File: src/rtl/axi_arb_pkg.sv
// axi_arb_pkg: shared types for the two-requester AXI read arbiter.
package axi_arb_pkg;
  localparam int ADDR_MAX = 64;
  typedef enum logic [1:0] {IDLE, ADDR, DATA} arb_state_e;
  typedef enum logic {REQ_I, REQ_D} req_id_e;
  typedef struct packed {
    logic [ADDR_MAX-1:0] addr;
    logic [7:0] len;
    logic [2:0] size;
    logic [1:0] burst;
  } ar_req_t;
endpackage

File: src/rtl/rr_arbiter_2.sv
// rr_arbiter_2: two-way round-robin pick; on a tie the requester not granted last wins.
module rr_arbiter_2
  import axi_arb_pkg::*;
(
  input  logic    i_req,
  input  logic    d_req,
  input  req_id_e last_grant,
  output logic    grant_valid,
  output req_id_e grant
);
  assign grant_valid = i_req | d_req;
  assign grant = (i_req && d_req) ? (last_grant == REQ_I ? REQ_D : REQ_I)
               : (i_req ? REQ_I : REQ_D);
endmodule

File: src/rtl/axi_read_arbiter.sv
// axi_read_arbiter: shares one AXI AR/R master port between the I- and D-cache,
// one burst at a time, with round-robin fairness and snoop-stall grant gating.
module axi_read_arbiter
  import axi_arb_pkg::*;
#(
  parameter int addr_width = 64,
  parameter int data_width = 64
) (
  input  logic                  clk,
  input  logic                  reset,
  input  logic                  snoop_stall,
  input  logic                  i_arvalid,
  input  logic [addr_width-1:0] i_araddr,
  input  logic [7:0]            i_arlen,
  input  logic [2:0]            i_arsize,
  input  logic [1:0]            i_arburst,
  output logic                  i_arready,
  output logic                  i_rvalid,
  output logic [data_width-1:0] i_rdata,
  output logic                  i_rlast,
  input  logic                  i_rready,
  input  logic                  d_arvalid,
  input  logic [addr_width-1:0] d_araddr,
  input  logic [7:0]            d_arlen,
  input  logic [2:0]            d_arsize,
  input  logic [1:0]            d_arburst,
  output logic                  d_arready,
  output logic                  d_rvalid,
  output logic [data_width-1:0] d_rdata,
  output logic                  d_rlast,
  input  logic                  d_rready,
  output logic                  m_axi_arvalid,
  output logic [addr_width-1:0] m_axi_araddr,
  output logic [7:0]            m_axi_arlen,
  output logic [2:0]            m_axi_arsize,
  output logic [1:0]            m_axi_arburst,
  input  logic                  m_axi_arready,
  input  logic                  m_axi_rvalid,
  input  logic                  m_axi_rlast,
  input  logic [data_width-1:0] m_axi_rdata,
  output logic                  m_axi_rready,
  output logic                  instruction_cache_reading,
  output logic                  data_cache_reading,
  output logic                  burst_err
);
  arb_state_e state;
  req_id_e    owner, last_grant, grant;
  ar_req_t    req, sel;
  logic [7:0] beats;
  logic       grant_valid, accept, i_sel, d_sel, hs;

  rr_arbiter_2 u_rr (
    .i_req      (i_arvalid),
    .d_req      (d_arvalid),
    .last_grant (last_grant),
    .grant_valid(grant_valid),
    .grant      (grant)
  );

  // arready is gated by reset so nothing is accepted while reset is held
  assign accept    = state == IDLE && !snoop_stall && grant_valid && !reset;
  assign i_arready = accept && grant == REQ_I;
  assign d_arready = accept && grant == REQ_D;
  assign sel = grant == REQ_I ? {ADDR_MAX'(i_araddr), i_arlen, i_arsize, i_arburst}
                              : {ADDR_MAX'(d_araddr), d_arlen, d_arsize, d_arburst};

  assign m_axi_arvalid = state == ADDR;
  assign m_axi_araddr  = req.addr[addr_width-1:0];
  assign m_axi_arlen   = req.len;
  assign m_axi_arsize  = req.size;
  assign m_axi_arburst = req.burst;

  assign i_sel        = state == DATA && owner == REQ_I;
  assign d_sel        = state == DATA && owner == REQ_D;
  assign i_rvalid     = i_sel && m_axi_rvalid;
  assign i_rlast      = i_sel && m_axi_rlast;
  assign i_rdata      = i_sel ? m_axi_rdata : '0;
  assign d_rvalid     = d_sel && m_axi_rvalid;
  assign d_rlast      = d_sel && m_axi_rlast;
  assign d_rdata      = d_sel ? m_axi_rdata : '0;
  assign m_axi_rready = (i_sel && i_rready) || (d_sel && d_rready);
  assign hs           = m_axi_rvalid && m_axi_rready;

  assign instruction_cache_reading = state != IDLE && owner == REQ_I;
  assign data_cache_reading        = state != IDLE && owner == REQ_D;

  always_ff @(posedge clk or posedge reset) begin
    if (reset) begin
      state      <= IDLE;
      owner      <= REQ_I;
      last_grant <= REQ_D;
      req        <= '0;
      beats      <= '0;
      burst_err  <= 1'b0;
    end else begin
      case (state)
        IDLE: if (accept) begin
          req   <= sel;
          owner <= grant;
          beats <= '0;
          state <= ADDR;
        end
        ADDR: if (m_axi_arready) state <= DATA;
        DATA: if (hs) begin
          beats <= beats + 8'd1;
          // early rlast and missing rlast on the final beat both end the burst as errors
          if (m_axi_rlast || beats == req.len) begin
            if (m_axi_rlast != (beats == req.len)) burst_err <= 1'b1;
            last_grant <= owner;
            state      <= IDLE;
          end
        end
        default: state <= IDLE;
      endcase
    end
  end
endmodule

File: config.mk
export PLATFORM = sky130hd
export DESIGN_NAME = axi_read_arbiter
export DESIGN_NICKNAME = d
export VERILOG_FILES = /design/src/rtl/axi_arb_pkg.sv /design/src/rtl/rr_arbiter_2.sv /design/src/rtl/axi_read_arbiter.sv
export SDC_FILE = /design/constraint.sdc
export NUM_CORES = 1
export LEC_CHECK = 0
export ABC_AREA = 1
export BUFFER_PORTS_ARGS = -buffer_cell sky130_fd_sc_hd__buf_2
export CAP_MARGIN = 40
export CORE_AREA = 2 2 171 173
export CTS_CLUSTER_DIAMETER = 100
export DETAILED_ROUTE_END_ITERATION = 12
export DIE_AREA = 0 0 173 175
export PLACE_DENSITY = 0.53
export SLEW_MARGIN = 20
export SYNTH_ARGS = -nofsm -noshare
export SYNTH_HDL_FRONTEND = slang
export SYNTH_SLANG_ARGS = --single-unit
export TNS_END_PERCENT = 5
File: constraint.sdc
create_clock -name clk -period 11.71 [get_ports clk]
set_input_delay 3.513 -clock clk [delete_from_list [all_inputs] [get_ports clk]]
set_output_delay 3.513 -clock clk [all_outputs]
set_load 0.05 [all_outputs]
==> summary.md <==
| Metric | Value |
|---|---|
| Run status | `finished, final reports clean` |
| Number of setup violations in the final report | `0` |
| Chip height | `175 um` |
| Final layout net count | `1,544` |
| DRT iter0 DRCs | `265` |
| First-pass GRT wire length | `38,100 um` |
| Post-DP Area | `8160 sq um` |
| Setup crit end kind | `primary output` |
| Clk buf depth | `2` |
| Syn Nets | `1,138` |
| Clk_skew | `0.00662 ns` |
| Tcrit/Tclk final | `73.3%` |
| Combinational share of power | `64.0%` |
| Vias in the first global route | `6,801` |
| Highest metal used | `met4` |
| CP Data Arrival Time | `5.07 ns` |
| Share of flip-flops with an asynchronous set or reset | `100%` |
| Clk sink count | `90` |
| Area growth syn-to-layout | `51.4%` |
| Switching share of power | `60.4%` |
| Core Region | `28,400 sq um` |
| Drt pass-1 iters | `5` |
| Synth cell types | `25` |
| Port bufs | `443` |
| Cts hold-fix bufs | `0` |
| IO Pins | `444` |
| Vias | `7,026` |
| Hold WS | `0.465 ns` |
| Post-synth top cells | `419 x nand2_1, 145 x nor2_1, 89 x dfrtp_1` |
| GPL Wtd Cong | `0.878` |
| Worst-margin pin slew | `0.844 ns` |
| CTS HTree Levels | `3` |
| Total track usage | `16.2%` |
| Reg clk slew, reported paths | `0.07 ns` |
| Post-Layout Cell Count | `1,710` |
| Cells after Synth | `908` |
| Root Buffer | `clkbuf_16` |
| Syn Std Cell Area | `5600 sq um` |
| Synth area leaders | `dfrtp_1 40%, nand2_1 28%, nor2_1 9.7%` |
| Initial antenna violation count | `9` |
| Post-Route WL | `25,300 um` |
| Count leader, synth | `nand2_1` |
| Core Util, Final | `29.9%` |
| Worst EP required | `8.20 ns` |
| Hold Vio Cnt, Final | `0` |
| Reg power frac | `23.1%` |
| Post-synth top area cell | `dfrtp_1` |
| DR WL/cell | `14.8 um` |
| YS warnings | `0` |
| Multi-input logic area | `2800 sq um` |
| Clock latency on the worst-skew pair | `0.35 ns` |
| Unrepaired setup endpoints after global routing | `false` |
| DRC | `0` |
| Routed length on met3 | `1440 um` |
| Clock share of power | `12.9%` |
| Vias/cell | `4.11` |
| Synth top area share | `39.8%` |
| Seq. cell area | `2250 sq um` |
| Initial core utilization | `19.7%` |
| Setup Buffers After CTS | `0` |
| Min-Delay Path Class | `reg2reg` |
| P_sw | `1.43 mW` |
| Leakage | `5.54 nW` |
| CP Launch Type | `input pin` |
| Seq/Total Area, Yosys | `40.2%` |
| GRT Residual Overflow | `0` |
| CTS resizes | `0` |
| Pre-CTS setup slack | `3.05 ns` |
| Layout cells sized above 1 | `36.2%` |
| Total CTS buffers | `9` |
| Max VDD drop | `0.164 mV` |
| M1 WL | `10,100 um` |
| P per Cell Area | `280 nW/um^2` |
| Final Total Pwr | `2.37 mW` |
| Max Freq | `117 MHz` |
| Yosys reg bits | `90` |
| Main flop type after synthesis | `dfrtp_1` |
| EDFF count, synth | `0` |
| Max Slew Vio Count | `0` |
| TNS Setup | `0 ns` |
| Layout fillers | `3,214` |
| Maxcap violations | `0` |
| Cell Int Power | `939 uW` |
| Dpl hpwl | `20,100 um` |
| Avg Cell Area, Syn | `6.17 sq um` |
| Chip width | `173 um` |
| Headroom to the max-slew limit | `43.7%` |
| Met2 wire length | `13,000 um` |
| Critical path class | `in2out` |
| Full die area | `30,300 sq um` |
| CTS tree | `yes` |
| Min cycle time layout | `8.58 ns` |
| Fin area | `8480 sq um` |
| Setup slack after layout | `3.13 ns` |
| Critical path peak fanout | `58` |
| Number of routed nets with antenna violations | `0` |
| Dpl cells | `1,687` |
| FP Rows | `62` |
| Largest net degree at the start of global routing | `80` |
## final cells by class
| cell class | count | area share, % |
|---|---|---|
| Multi-Input combinational cell | 682 | 33.0 |
| Timing Repair Buffer | 452 | 27.5 |
| Sequential cell | 90 | 26.6 |
| Tap cell | 384 | 5.66 |
| Inverter | 79 | 3.53 |
| Clock buffer | 10 | 2.70 |
| Clock inverter | 6 | 0.870 |
| Antenna cell | 7 | 0.207 |
## flip-flops by register name, indices dropped and copies added (netlist names)
| name | count |
|---|---|
| beats | 8 |
| burst_err | 1 |
| last_grant | 1 |
| m_axi_araddr | 64 |
| m_axi_arburst | 2 |
| m_axi_arlen | 8 |
| m_axi_arsize | 3 |
| owner | 1 |
| state | 2 |
## power by group through the flow
stage          Combinational, mW  Clock (mW)  Sequential (mW)
2_1_floorplan              0.652           0             1.03
3_3_place_gp                1.52           0            0.549
3_5_place_dp                1.53           0            0.549
4_1_cts                     1.53       0.318            0.549
5_1_grt                     1.61       0.330            0.569
6_report                    1.52       0.306            0.547
## critical path: stages
cell	delay, ns
buf_2	0.16
nand2_2	0.37
buf_4	0.54
a21oi_1	0.15
buf_2	0.26
## routing by layer
metal  track usage [%]  up-vias
met2              29.6      274
li1                  -     3539
met4              7.94        0
met5                 0        -
met3              3.63       34
met1              17.7     3179
## cell usage in the layout, fill, tap and decap left out, drive strengths merged, types with 2 or more instances in the layout
master,count
a21oi,2
nand3,89
buf,452
diode,7
clkinvlp,2
nand2,419
ha,2
xnor2,8
clkbuf,10
nor2,145
nand4,6
inv,82
o21ai,4
dfrtp,89
## final timing paths
path                                           endpoint  depth (start not counted)                   from  slack, ns
max in group asynchronous        last_grant$_DFFE_PP1P_                          4                  reset       7.60
setup / recovery                              d_arready                          5              d_arvalid       3.13
setup reg to reg           m_axi_araddr[46]$_DFFE_PP0P_                          6   state[1]$_DFFE_PP0P_       8.94
hold / removal                    burst_err$_DFFE_PP0P_                          1  burst_err$_DFFE_PP0P_       0.46
hold reg to reg                   burst_err$_DFFE_PP0P_                          1  burst_err$_DFFE_PP0P_       0.46
min in group asynchronous  m_axi_araddr[24]$_DFFE_PP0P_                          2                  reset       3.18
## logic make-up (layout without fill, tap and decap cells)
family                     count (synthesis)  count (layout)  share of synthesized area (%)
and+or+nand+nor                          662             662                           46.8
buffers and inverters                    136             547                           10.1
DFF                                       90              90                           40.2
AOI/OAI and AO/OA                          9               9                          0.961
xor gates and xnor gates                   9               9                           1.41
adders and majority gates                  2               2                          0.447
other                                      0               7                              0
Note: power is estimated with default switching activity, not from simulation.
